File: config.mk
export PLATFORM = sky130hd
export DESIGN_NAME = relu_round_ctrl
export DESIGN_NICKNAME = d
export VERILOG_FILES = /design/src/rtl/relu_round_ctrl.sv
export SDC_FILE = /design/constraint.sdc
export NUM_CORES = 1
export LEC_CHECK = 0
export ABC_CLOCK_PERIOD_IN_PS = 4200
export CAP_MARGIN = 15
export CORE_MARGIN = 2
export CORE_UTILIZATION = 45
export CTS_BUF_LIST = sky130_fd_sc_hd__clkbuf_8 sky130_fd_sc_hd__clkbuf_16
export DETAILED_ROUTE_END_ITERATION = 8
export PLACE_DENSITY = 0.82
export SKIP_LAST_GASP = 1
export SYNTH_ARGS = -nofsm -noshare
export SYNTH_HDL_FRONTEND = slang
export SYNTH_SLANG_ARGS = --single-unit
File: constraint.sdc
create_clock -name clk -period 4.2 [get_ports clk]
set_clock_uncertainty 0.1 [all_clocks]
set_input_delay 0.84 -clock clk [delete_from_list [all_inputs] [get_ports clk]]
set_output_delay 0.84 -clock clk [all_outputs]
set_load 0.02 [all_outputs]
File: src/rtl/relu_round_ctrl.sv
// Drains one layer of accumulator results through the external relu_rounding unit
// into the activation buffer. Optional saturation counter: RELU_ROUND_CTRL_SATCNT_EN.
module relu_round_ctrl #(
    parameter int DATA_WIDTH = 32,
    parameter int Q          = 16,
    parameter int ADDR_W     = 8,
    parameter int CNT_W      = 9
) (
    input  logic                  clk,
    input  logic                  rst,
    input  logic                  start,
    input  logic [CNT_W-1:0]      num_out,
    input  logic [ADDR_W-1:0]     base_addr,
    input  logic                  acc_valid,
    output logic                  acc_ready,
    input  logic [DATA_WIDTH-1:0] acc_data,
    output logic [DATA_WIDTH-1:0] rr_in,
    input  logic [Q-1:0]          rr_out,
    output logic                  wr_en,
    output logic [ADDR_W-1:0]     wr_addr,
    output logic [Q-1:0]          wr_data,
    output logic                  busy,
    output logic                  done,
    output logic [CNT_W-1:0]      sat_count
);

    typedef enum logic [1:0] {IDLE, RUN, DRAIN, DONE} state_t;

    state_t            state, state_nxt;
    logic [CNT_W-1:0]  num_q, a_idx, w_idx;
    logic [ADDR_W-1:0] base_q;
    logic              s1_v;
    logic              accept, start_acc;

    assign accept    = acc_valid && (state == RUN);
    assign start_acc = start && (state == IDLE);

    always_ff @(posedge clk or posedge rst) begin
        if (rst) state <= IDLE;
        else     state <= state_nxt;
    end

    always_comb begin
        state_nxt = state;
        acc_ready = 1'b0;
        busy      = 1'b1;
        done      = 1'b0;
        case (state)
            IDLE: begin
                busy = 1'b0;
                if (start) state_nxt = (num_out == '0) ? DONE : RUN;
            end
            RUN: begin
                acc_ready = 1'b1;
                if (acc_valid && (a_idx == num_q - CNT_W'(1))) state_nxt = DRAIN;
            end
            DRAIN: begin
                if (w_idx == num_q) state_nxt = DONE;
            end
            DONE: begin
                done      = 1'b1;
                state_nxt = IDLE;
            end
            default: state_nxt = IDLE;
        endcase
    end

    // Stage 1 captures the operand for relu_rounding; stage 2 registers its result.
    always_ff @(posedge clk or posedge rst) begin
        if (rst) begin
            num_q   <= '0;
            base_q  <= '0;
            a_idx   <= '0;
            w_idx   <= '0;
            s1_v    <= 1'b0;
            rr_in   <= '0;
            wr_en   <= 1'b0;
            wr_addr <= '0;
            wr_data <= '0;
        end else begin
            s1_v  <= accept;
            wr_en <= s1_v;
            if (accept) begin
                rr_in <= acc_data;
                a_idx <= a_idx + CNT_W'(1);
            end
            if (s1_v) begin
                wr_data <= rr_out;
                wr_addr <= base_q + ADDR_W'(w_idx);
                w_idx   <= w_idx + CNT_W'(1);
            end
            if (start_acc) begin
                num_q  <= num_out;
                base_q <= base_addr;
                a_idx  <= '0;
                w_idx  <= '0;
            end
        end
    end

`ifdef RELU_ROUND_CTRL_SATCNT_EN
    localparam logic [Q-1:0] SAT_POS = {1'b0, {(Q-1){1'b1}}};
    localparam logic [Q-1:0] SAT_NEG = {1'b1, {(Q-1){1'b0}}};

    logic [CNT_W-1:0] sat_q;

    always_ff @(posedge clk or posedge rst) begin
        if (rst)
            sat_q <= '0;
        else if (start_acc)
            sat_q <= '0;
        else if (s1_v && ((rr_out == SAT_POS) || (rr_out == SAT_NEG)))
            sat_q <= sat_q + CNT_W'(1);
    end

    assign sat_count = sat_q;
`else
    assign sat_count = '0;
`endif

endmodule

# [After elaboration in Yosys (flattened, before gate mapping)]
# Cells that the tools add are included.
[totals] register_bits=95 latch_bits=0 ram_bits=0 mem_bits_ro=0 inputBits=69 out_inout_bits=69 word_cells=42 mem_count=0
[classes] add_sub_neg=4 n_mul=0 n_div=0 magnitude_cmp=0 n_eq_ne=8 shifts=0 muxes=12 bitwise=0 n_reduce_logical=8
[ops] cell="9-bit two-way mux" n=4
[ops] cell="9-bit by 1-bit adder with 9-bit output (second input constant)" n=2
[ops] cell="9-bit equality test" n=2
[ops] cell="9-bit logical NOT" n=1
[ops] cell="9-bit by 1-bit subtractor with 9-bit output (second input constant)" n=1
[ops] cell="8-bit adder" n=1
[ops] cell="2-bit two-way mux" n=4
[ops] cell="2-bit one-hot mux with 4 select lines" n=1
[ops] cell="2-bit equality test (second input constant)" n=2
[ops] cell="2-bit inequality test (second input constant)" n=2
[ops] cell="2-bit nonzero test" n=2
[ops] cell="1-bit logical AND" n=3
[ops] cell="1-bit two-way mux" n=3
[ops] cell="3-bit AND reduction" n=1
[ops] cell="2-bit by 1-bit equality test with 1-bit output (second input constant)" n=1
[ops] cell="2-bit logical NOT" n=1
[ops] cell="2-bit by 1-bit inequality test with 1-bit output (second input constant)" n=1

# [Logic depth before layout (Yosys ltp)]
# Gate-level depths: netlist (run 1).
[logic_depth] ltp_word=5 ltp_mapped=10 ltp_nobuf=10

# [Worst setup path before layout (run 1)]
# OpenSTA, ideal clock, no wires.
[synth_path] path_kind="flip-flop to flip-flop" from="register num_q[0]" to="register state[1]" setup_time_ns=0.125 arrival_time_ns=2.025 required_time_ns=3.975 path_slack_ns=1.949 path_stages_with_launch=8 n_path_buf=0 period_less_slack_ns=2.251 cell_sequence="dfrtp_1 -> or4_4 -> or3_1 -> a211oi_2 -> o2111ai_1 -> o21ai_2 -> nand3_2 -> mux2i_1"
[synth_between] elab_chain_cells=5 word_cells_on_any_way=7 cone_classes="add/sub: 1; eq/ne: 4; reduce/logical: 2"
[synth_rtl] element="start: declaration" line="30" source="logic [CNT_W-1:0] num_q, a_idx, w_idx;"
[synth_rtl] element="start signal: assignment" line="93" source="num_q <= num_out;"
[synth_rtl] element="9-bit by 1-bit subtractor with 9-bit output" line="55" source="if (acc_valid && (a_idx == num_q - CNT_W'(1))) state_nxt = DRAIN;"
[synth_rtl] element="9-bit equality test" line="55"
[synth_rtl] element="1-bit logical AND" line="55"
[synth_rtl] element="2-bit by 1-bit inequality test with 1-bit output (no source line)"
[synth_rtl] element="3-bit AND reduction (no source line) (*)"
[synth_rtl] element="end signal: assignment" line="40" source="else state <= state_nxt;"
[synth_rtl] element="end: declaration" line="29" source="state_t state, state_nxt;"
# Mark *: on every way between the ends. The rest lies on a longest branch, timed or not.
# A chain may end at the register's enable or synchronous reset.

# [Worst setup path after layout (run 1)]
[layout_path] from="input acc_valid" to="register a_idx[5]"
[layout_between] elab_chain_cells=2
[layout_rtl] element="start: declaration" line="14" source="input logic acc_valid,"
[layout_rtl] element="1-bit logical AND" line="35" source="assign accept = acc_valid && (state == RUN);"
[layout_rtl] element="2-bit nonzero test (no source line)"
[layout_rtl] element="end signal: assignment" line="85" source="a_idx <= a_idx + CNT_W'(1);"
[layout_rtl] element="end: declaration" line="30"
# No other way between the ends.

==> results of run 1 <==
-- final cells by class --
type / count / area share [%]
timing repair buffer: 133 / 21.51
clock inverter: 6 / 1.102
sequential: 95 / 38.78
tap: 133 / 2.714
multi-input combinational: 310 / 32.63
clock buffer: 10 / 2.245
inverter: 16 / 1.020
-- Yosys cell counts, types with 8 or more instances --
cell type  instances  area share [%]
xor2_1            18             3.5
dfrtp_1           95              52
mux2_1            16             3.9
nand2_1          112             9.2
inv_1             15             1.2
clkbuf_1          15             1.2
nor2_1            27             2.2
mux2_2            19             4.7
buf_4              9             1.5
xnor2_1           24             4.6
a21oi_1            8            0.88
ha_1              15             4.1
-- worst paths after layout --
path                            cells past startpoint      start         to
worst max register to register                      8   state[1]   a_idx[5]
max in group asynchronous                           3        rst  rr_in[31]
worst min register to register                      2   rr_in[7]   rr_in[7]
worst max-delay path                                7  acc_valid   a_idx[5]
worst min-delay path                                2   rr_in[7]   rr_in[7]
min in group asynchronous                           2        rst   rr_in[0]
-- sequential cells by signal, indices dropped and copies added, names as in the netlist --
register / cells
base_q: 8
wr_addr: 8
rr_in: 32
num_q: 9
state: 2
w_idx: 9
a_idx: 9
wr_en: 1
s1_v: 1
wr_data: 16
-- worst max-delay path, delay by kind of cell --
family                 cells  cell delay (ps)
buffers and inverters      3             1190
and+or+nand+nor            3              750
AOI/OAI and AO/OA          1              150
-- metrics by stage --
step	instance area, sq um	worst slack, ps	hold WS, ps
final	6131	1444	384.6
after CTS	6131	1418	391.0
after detailed placement	5926	1056	366.5
after floorplan	4592	783.0	310.3
after global placement	5926	1129	364.4
after global routing	6131	1213	415.1
-- layer usage --
layer  wire length, um  vias up  track usage, %
li1                  -     1675               -
met5                 0        -               0
met3               594       11           4.803
met1              4648     1695           25.76
met2              4864      116           31.89
met4               124        0           5.905
-- power by group --
group | leakage (nW) | switching (mW) | internal, mW
clock | 0.110 | 0.328 | 0.296
sequential | 1.18 | 0.321 | 1.30
combinational | 1.49 | 1.11 | 1.07
total | 2.78 | 1.76 | 2.67
-- kinds of logic (layout without fill, tap and decap cells) --
kind of cell	after synthesis	in the layout	synth area share (%)
buffers and inverters	46	165	4.690
and+or+nand+nor	173	173	16.15
xor gates and xnor gates	42	42	8.064
adders and majority gates	16	16	4.553
AOI/OAI and AO/OA	32	32	5.047
DFF	95	95	52.11
muxes	38	38	9.298
other	1	9	0.08220
==> results.sh, run 1 <==
export IMPL_synth_warning_count=0
export IMPL_fin_crit_sh_pct=65.61
export IMPL_antenna_cells=0
export IMPL_grt_pass1_vias=3700
export IMPL_antenna_found_initial=0
export IMPL_cts_buffers=9
export IMPL_die_area_sq_um=10960
export IMPL_power_mw=4.423
export IMPL_synth_cell_types=46
export IMPL_place_inst=687
export IMPL_die_width_um=104.7
export IMPL_clk_pin_slew_ps=80
export IMPL_synth_async_sr_flop_share_pct=100.0
export IMPL_synth_area_sq_um=4562
export IMPL_fin_nets=650
export IMPL_setup_viol=0
export IMPL_netlist_instances=443
export IMPL_fin_cells=703
export IMPL_syn_to_final_growth_pct=34.39
export IMPL_first_pass_iters=4
export IMPL_cts_root_buf="clkbuf_8"
export IMPL_nFillCells=851
export IMPL_cp_slowest_stage_delay_ps=480
export IMPL_vias_per_cell=4.974
export IMPL_io_buffers=128
export IMPL_grt_max_degree=77
export IMPL_wl_per_cell_um=14.55
export IMPL_tightest_slew_ps=988.3
export IMPL_ir_drop_mv=0.3620
export IMPL_max_freq_mhz=362.9
export IMPL_start_util_pct=46.46
export IMPL_maxSlewViolCount=0
export IMPL_hold_buffers=0
export IMPL_ys_seq_area_share_pct=52.11
export IMPL_cp_max_fo=38
export IMPL_layout_drive_gt1_share_pct=8.246
export IMPL_pin_count=138
export IMPL_hold_viol=0
export IMPL_drc=0
export IMPL_postCtsSetupRepairBufs=0
export IMPL_status="complete, no violations"
export IMPL_synth_ff_type="dfrtp_1"
export IMPL_hpwl_mm=7.362
export IMPL_post_route_min_period_ps=2756
export IMPL_worstPathArrival_ps=2930
export IMPL_antenna_left=0
export IMPL_cts_num_sinks=95
export IMPL_avgSynthCellArea_sq_um=10.30
export IMPL_overflow=0
export IMPL_max_clock_path_buffers=2
export IMPL_cellLeakagePower_nw=2.784
export IMPL_via_count=3497
export IMPL_multi_input_area_sq_um=2001
export IMPL_powerDensity_nw_per_um2=721.4
export IMPL_seq_area_sq_um=2377
export IMPL_grt_pass1_wl_mm=17.46
export IMPL_clock_latency_ps=360
export IMPL_rows=36
export IMPL_critPathSlowestCell="clkdlybuf4s50_1"
export IMPL_slew_headroom_pct=34.11
export IMPL_gp_congestion=0.8542
export IMPL_required_ps=4380
export IMPL_setup_tns_ps=0
export IMPL_cts_max_level=3
export IMPL_hold_class="register to register"
export IMPL_cts_resized=0
export IMPL_crit_type="input pin to register"
export IMPL_end_kind="register"
export IMPL_core_area_sq_um=9819
export IMPL_rsz0062_at_grt="false"
export IMPL_drt_initial_drc_count=118
export IMPL_maxCapViolCount=0
export IMPL_r2r_setup_slack_ps=1580
export IMPL_synth_seq_cells=95
export IMPL_crit_path_cell_trace="clkdlybuf4s50_1, nand2_1, buf_4, inv_2, nand4_1, or3_1, a21oi_1"
export IMPL_final_common_cell="clkdlybuf4s50_1"
export IMPL_final_cell_mix="clkdlybuf4s50_1 (128), nand2_1 (112), dfrtp_1 (95)"
export IMPL_start_kind="input pin"
export IMPL_die_height_um=104.7
export IMPL_grtUsageTotal_pct=19.50
export IMPL_synth_edff_count=0
export IMPL_routed_wl_mm=10.23
export IMPL_fin_util_pct=62.44
export IMPL_cts_tree="done"
Power figures use the tool's default switching activity.
==> run 2, diff against run 1 <==
- ABC_CLOCK_PERIOD_IN_PS: 4200 -> 2800
- clock period: 4.2 -> 2.8 ns (I/O delays scaled with it)
==> run 2 against run 1 <==
Effect of this change: worst setup slack worse by 1100 ps; design area is 0.45% higher; largest cell class unchanged; highest routed layer unchanged; first-iteration DRC count grew 39%; non-clock buffer count grew 2; clock power increased by 35%.
==> results.sh, run 2 (synthesis results as in run 1) <==
export IMPL_drc=0
export IMPL_vias_per_cell=4.940
export IMPL_largest_reg_flops=32
export IMPL_grt_pass1_wl_mm=17.28
export IMPL_syn_to_final_growth_pct=35.00
export IMPL_antenna_cells=0
export IMPL_final_cell_mix="clkdlybuf4s50_1 (128), nand2_1 (112), dfrtp_1 (95)"
export IMPL_nFillCells=847
export IMPL_via_count=3483
export IMPL_worstPathArrival_ps=1820
export IMPL_fin_crit_sh_pct=88.73
export IMPL_start_util_pct=46.46
export IMPL_holdPathStages=2
export IMPL_powerDensity_nw_per_um2=1065
export IMPL_clock_latency_ps=370
export IMPL_regMostFlops="rr_in"
export IMPL_antenna_found_initial=0
export IMPL_setup_viol=0
export IMPL_post_route_min_period_ps=2484
export IMPL_antenna_left=0
export IMPL_max_freq_mhz=402.5
export IMPL_crit_type="register to primary output"
export IMPL_maxSlewViolCount=0
export IMPL_regToRegStartpoint="num_q[2]"
export IMPL_grt_pass1_vias=3615
export IMPL_max_clock_path_buffers=2
export IMPL_io_buffers=128
export IMPL_wl_per_cell_um=14.35
export IMPL_p_comb_share_pct=49.9
export IMPL_holdWs_ps=381.8
export IMPL_cts_tree="done"
export IMPL_setup_tns_ps=0
export IMPL_end_kind="primary output"
export IMPL_multi_input_area_sq_um=2009
export IMPL_clk_pin_slew_ps=90
export IMPL_cts_num_sinks=95
export IMPL_routed_wl_mm=10.11
export IMPL_seqPwrFrac_pct=37.3
export IMPL_first_pass_iters=4
export IMPL_die_width_um=104.7
export IMPL_die_height_um=104.7
export IMPL_grtUsageTotal_pct=19.39
export IMPL_status="complete, no violations"
export IMPL_holdPathEnd="rr_in[14]"
export IMPL_r2r_setup_slack_ps=380
export IMPL_ir_drop_mv=0.5296
export IMPL_required_ps=2140
export IMPL_cp_max_fo=4
export IMPL_slew_headroom_pct=58.41
export IMPL_rr_worst_depth=7
export IMPL_hpwl_mm=7.447
export IMPL_rows=36
export IMPL_switching_share_pct=40.18
export IMPL_switching_power_mw=2.636
export IMPL_start_kind="register"
export IMPL_cts_root_buf="clkbuf_8"
export IMPL_cts_max_level=3
export IMPL_final_common_cell="clkdlybuf4s50_1"
export IMPL_cellLeakagePower_nw=2.790
export IMPL_die_area_sq_um=10960
export IMPL_internal_power_mw=3.925
export IMPL_seq_area_sq_um=2377
export IMPL_hold_viol=0
export IMPL_rsz0062_at_grt="false"
export IMPL_layout_drive_gt1_share_pct=8.566
export IMPL_fin_nets=652
export IMPL_rr_endpoint="state[0]"
export IMPL_min_from="rr_in[14]"
export IMPL_overflow=0
export IMPL_hold_class="register to register"
export IMPL_cts_buffers=9
export IMPL_pin_count=138
export IMPL_power_share_clock_pct=12.8
export IMPL_drt_initial_drc_count=164
export IMPL_maxCapViolCount=0
export IMPL_core_area_sq_um=9819
export IMPL_tightest_slew_ps=622.6
export IMPL_gp_congestion=0.8602
export IMPL_grt_max_degree=40
export IMPL_reg_top3="rr_in: 32 flops, wr_data: 16 flops"
export IMPL_power_mw=6.561
## run 2: changes by cell type in the layout (fill, tap and decap cells not counted), sizes merged
cell	delta
bufinv	-1
clkinvlp	+2
inv	-1
buf	+2
## run 2: worst max-delay path by stage
| stage | start | end | slack (ps) |
|---|---|---|---|
| 2_1_floorplan | num_q[0] | state[1] | 550 |
| 3_3_place_gp | num_q[0] | state[1] | 410 |
| 3_5_place_dp | num_q[0] | state[1] | 280 |
| 4_1_cts | num_q[0] | state[0] | 250 |
| 5_1_grt | num_q[0] | state[0] | 140 |
| 6_report | state[1] | acc_ready | 320 |
## run 2: area by class of cell
cell class / instances / area share [%]
Inverter: 16 / 1.036
Tap cell: 133 / 2.702
Clock inverter: 6 / 0.7314
Clock buffer: 10 / 2.235
Timing Repair Buffer: 135 / 22.06
Sequential cell: 95 / 38.60
Multi-Input combinational cell: 310 / 32.63
## run 2: through the flow
stage	instance area (sq um)	setup WS [ps]	utilization [%]	std cells
floorplan	4596	549.2	-	451
global placement	5967	406.9	60.77	689
detailed placement	5967	283.8	60.77	689
CTS	6150	245.1	62.63	705
global route	6158	140.9	62.72	705
finish	6158	315.6	62.72	705
## run 2: what timing repair did
action	CTS	global route
resized for setup	0	1
endpoints found under the setup margin	0	2
buffers inserted	0	0
hold buffers	0	0
## run 2: power by group through the flow
stage,Sequential [mW],Clock (mW),Combinational (mW)
floorplan,2.79,0,1.60
global placement,2.42,0,3.20
detailed placement,2.46,0,3.28
CTS,2.44,0.872,3.30
global route,2.53,0.923,3.57
finish,2.45,0.841,3.27
## run 2: worst max-delay path, stage by stage, from the launching register on
cell and delay (ps):
dfrtp_1 410, inv_1 130, ha_1 270, clkdlybuf4s50_1 640
## run 2: per-layer routing
metal / vias up / part of all wire, % / global-route usage [%]
met3: 8 / 7.0 / 5.926
li1: 1681 / - / -
met4: 0 / 1.0 / 5.429
met1: 1685 / 44 / 24.96
met5: - / 0 / 0
met2: 109 / 48 / 31.84
==> run 3, diff against run 2 <==
- GPL_ROUTABILITY_DRIVEN: not set -> 0
==> run 3 against run 2 <==
Effect of this change: worst hold slack got worse by 5.8 ps; critical path depth is the same; first-iteration DRC count down 34%; die area is the same; critical path type unchanged.
==> results.sh, run 3 (synthesis results as in run 1) <==
export IMPL_status="complete, no violations"
export IMPL_layout_drive_gt1_share_pct=8.406
export IMPL_start_kind="register"
export IMPL_ir_drop_mv=0.5423
export IMPL_antenna_left=0
export IMPL_drt_initial_drc_count=109
export IMPL_place_inst=688
export IMPL_maxSlewViolCount=0
export IMPL_use_met1_pct=24.94
export IMPL_slew_headroom_pct=57.67
export IMPL_die_area_sq_um=10960
export IMPL_antenna_cells=0
export IMPL_seq_area_sq_um=2377
export IMPL_core_area_sq_um=9819
export IMPL_fin_cells=704
export IMPL_required_ps=2140
export IMPL_first_pass_iters=4
export IMPL_end_kind="primary output"
export IMPL_nFillCells=832
export IMPL_crit_type="register to primary output"
export IMPL_grt_pass1_wl_mm=17.11
export IMPL_cts_max_level=3
export IMPL_drc=0
export IMPL_max_clock_path_buffers=2
export IMPL_final_cell_mix="clkdlybuf4s50_1 (128), nand2_1 (112), dfrtp_1 (95)"
export IMPL_grt_pass1_vias=3628
export IMPL_syn_to_final_growth_pct=35.11
export IMPL_clk_pin_slew_ps=90
export IMPL_pin_count=138
export IMPL_start_util_pct=46.46
export IMPL_vias_per_cell=4.895
export IMPL_cts_root_buf="clkbuf_8"
export IMPL_post_route_min_period_ps=2452
export IMPL_multi_input_area_sq_um=2009
export IMPL_dp_slack_ps=227.2
export IMPL_gr_usage_met2_pct=30.81
export IMPL_max_freq_mhz=407.8
export IMPL_via_count=3446
export IMPL_rows=36
export IMPL_largest_reg_flops=32
export IMPL_met3_usage_pct=6.301
export IMPL_wl_per_cell_um=14.00
export IMPL_postCtsSetupRepairBufs=0
export IMPL_hold_viol=0
export IMPL_final_common_cell="clkdlybuf4s50_1"
export IMPL_io_buffers=128
export IMPL_cts_num_sinks=95
export IMPL_fin_ws_ps=347.7
export IMPL_clock_latency_ps=360
export IMPL_fin_nets=651
export IMPL_regMostFlops="rr_in"
export IMPL_cts_tree="done"
export IMPL_worstPathArrival_ps=1790
export IMPL_maxCapViolCount=0
export IMPL_busiest_layer="met2"
export IMPL_setup_tns_ps=0
export IMPL_grtUsageTotal_pct=19.05
export IMPL_fin_crit_sh_pct=87.58
export IMPL_tightest_slew_ps=633.7
export IMPL_die_width_um=104.7
export IMPL_hpwl_mm=7.266
export IMPL_die_height_um=104.7
export IMPL_cellLeakagePower_nw=2.786
export IMPL_powerDensity_nw_per_um2=1068
export IMPL_grt_max_degree=41
export IMPL_cp_max_fo=4
export IMPL_routed_wl_mm=9.856
export IMPL_rsz0062_at_grt="false"
export IMPL_hold_class="register to register"
export IMPL_overflow=0
export IMPL_cts_buffers=9
export IMPL_setup_viol=0
export IMPL_reg_top3="rr_in: 32 flops, wr_data: 16 flops"
export IMPL_antenna_found_initial=0
[run 3: cell types whose count changed in the layout (fill, tap and decap cells not counted), sizes merged]
cell	previous run	this run
buf	7	6
clkbuf	10	9
clkinvlp	2	3
bufinv	0	1
clkinv	2	1
[run 3: power breakdown]
| group | switching [mW] | total (mW) | internal [mW] | leakage, nW |
|---|---|---|---|---|
| registers | 0.481 | 2.44 | 1.95 | 1.18 |
| logic | 1.64 | 3.25 | 1.61 | 1.51 |
| clock network | 0.482 | 0.897 | 0.414 | 0.0974 |
[run 3: stage by stage]
step,hold WS (ps),power (mW),utilization [%],cell area [sq um]
final,376.0,6.580,62.77,6163
after global routing,406.2,7.045,62.77,6163
after CTS,382.9,6.635,62.68,6155
after detailed placement,360.9,5.711,60.69,5959
after global placement,358.1,5.601,60.69,5959
after floorplan,310.3,4.398,-,4596
[run 3: worst paths after layout]
check / end / start / cells past startpoint / slack, ps
setup / recovery: acc_ready / state[1] / 3 / 350
hold / removal: rr_in[26] / rr_in[26] / 2 / 380
hold reg to reg: rr_in[26] / rr_in[26] / 2 / 380
min in group asynchronous: rr_in[25] / rst / 2 / 520
max in group asynchronous: a_idx[5] / rst / 3 / 1490
setup reg to reg: state[1] / num_q[0] / 9 / 370
[run 3: layout make-up]
cell class	count	share of cell area (%)
Multi-Input combinational cell	310	32.60
Clock inverter	7	1.157
Sequential cell	95	38.57
Tap cell	133	2.700
Clock buffer	9	2.010
Timing Repair Buffer	134	21.92
Inverter	16	1.035
[run 3: repair_timing]
action,CTS,global route
resized for setup,0,1
setup endpoints to repair,0,2
hold buffers,0,0
[run 3: layer usage]
layer	part of all wire [%]	vias up
met3	8.4	11
met1	43	1637
met4	1.0	0
li1	-	1670
met5	0	-
met2	47	128
[run 3: worst max-delay path, cell delays in order, from the launching register on]
cell	delay [ps]
dfrtp_1	410
inv_1	130
ha_1	260
clkdlybuf4s50_1	630
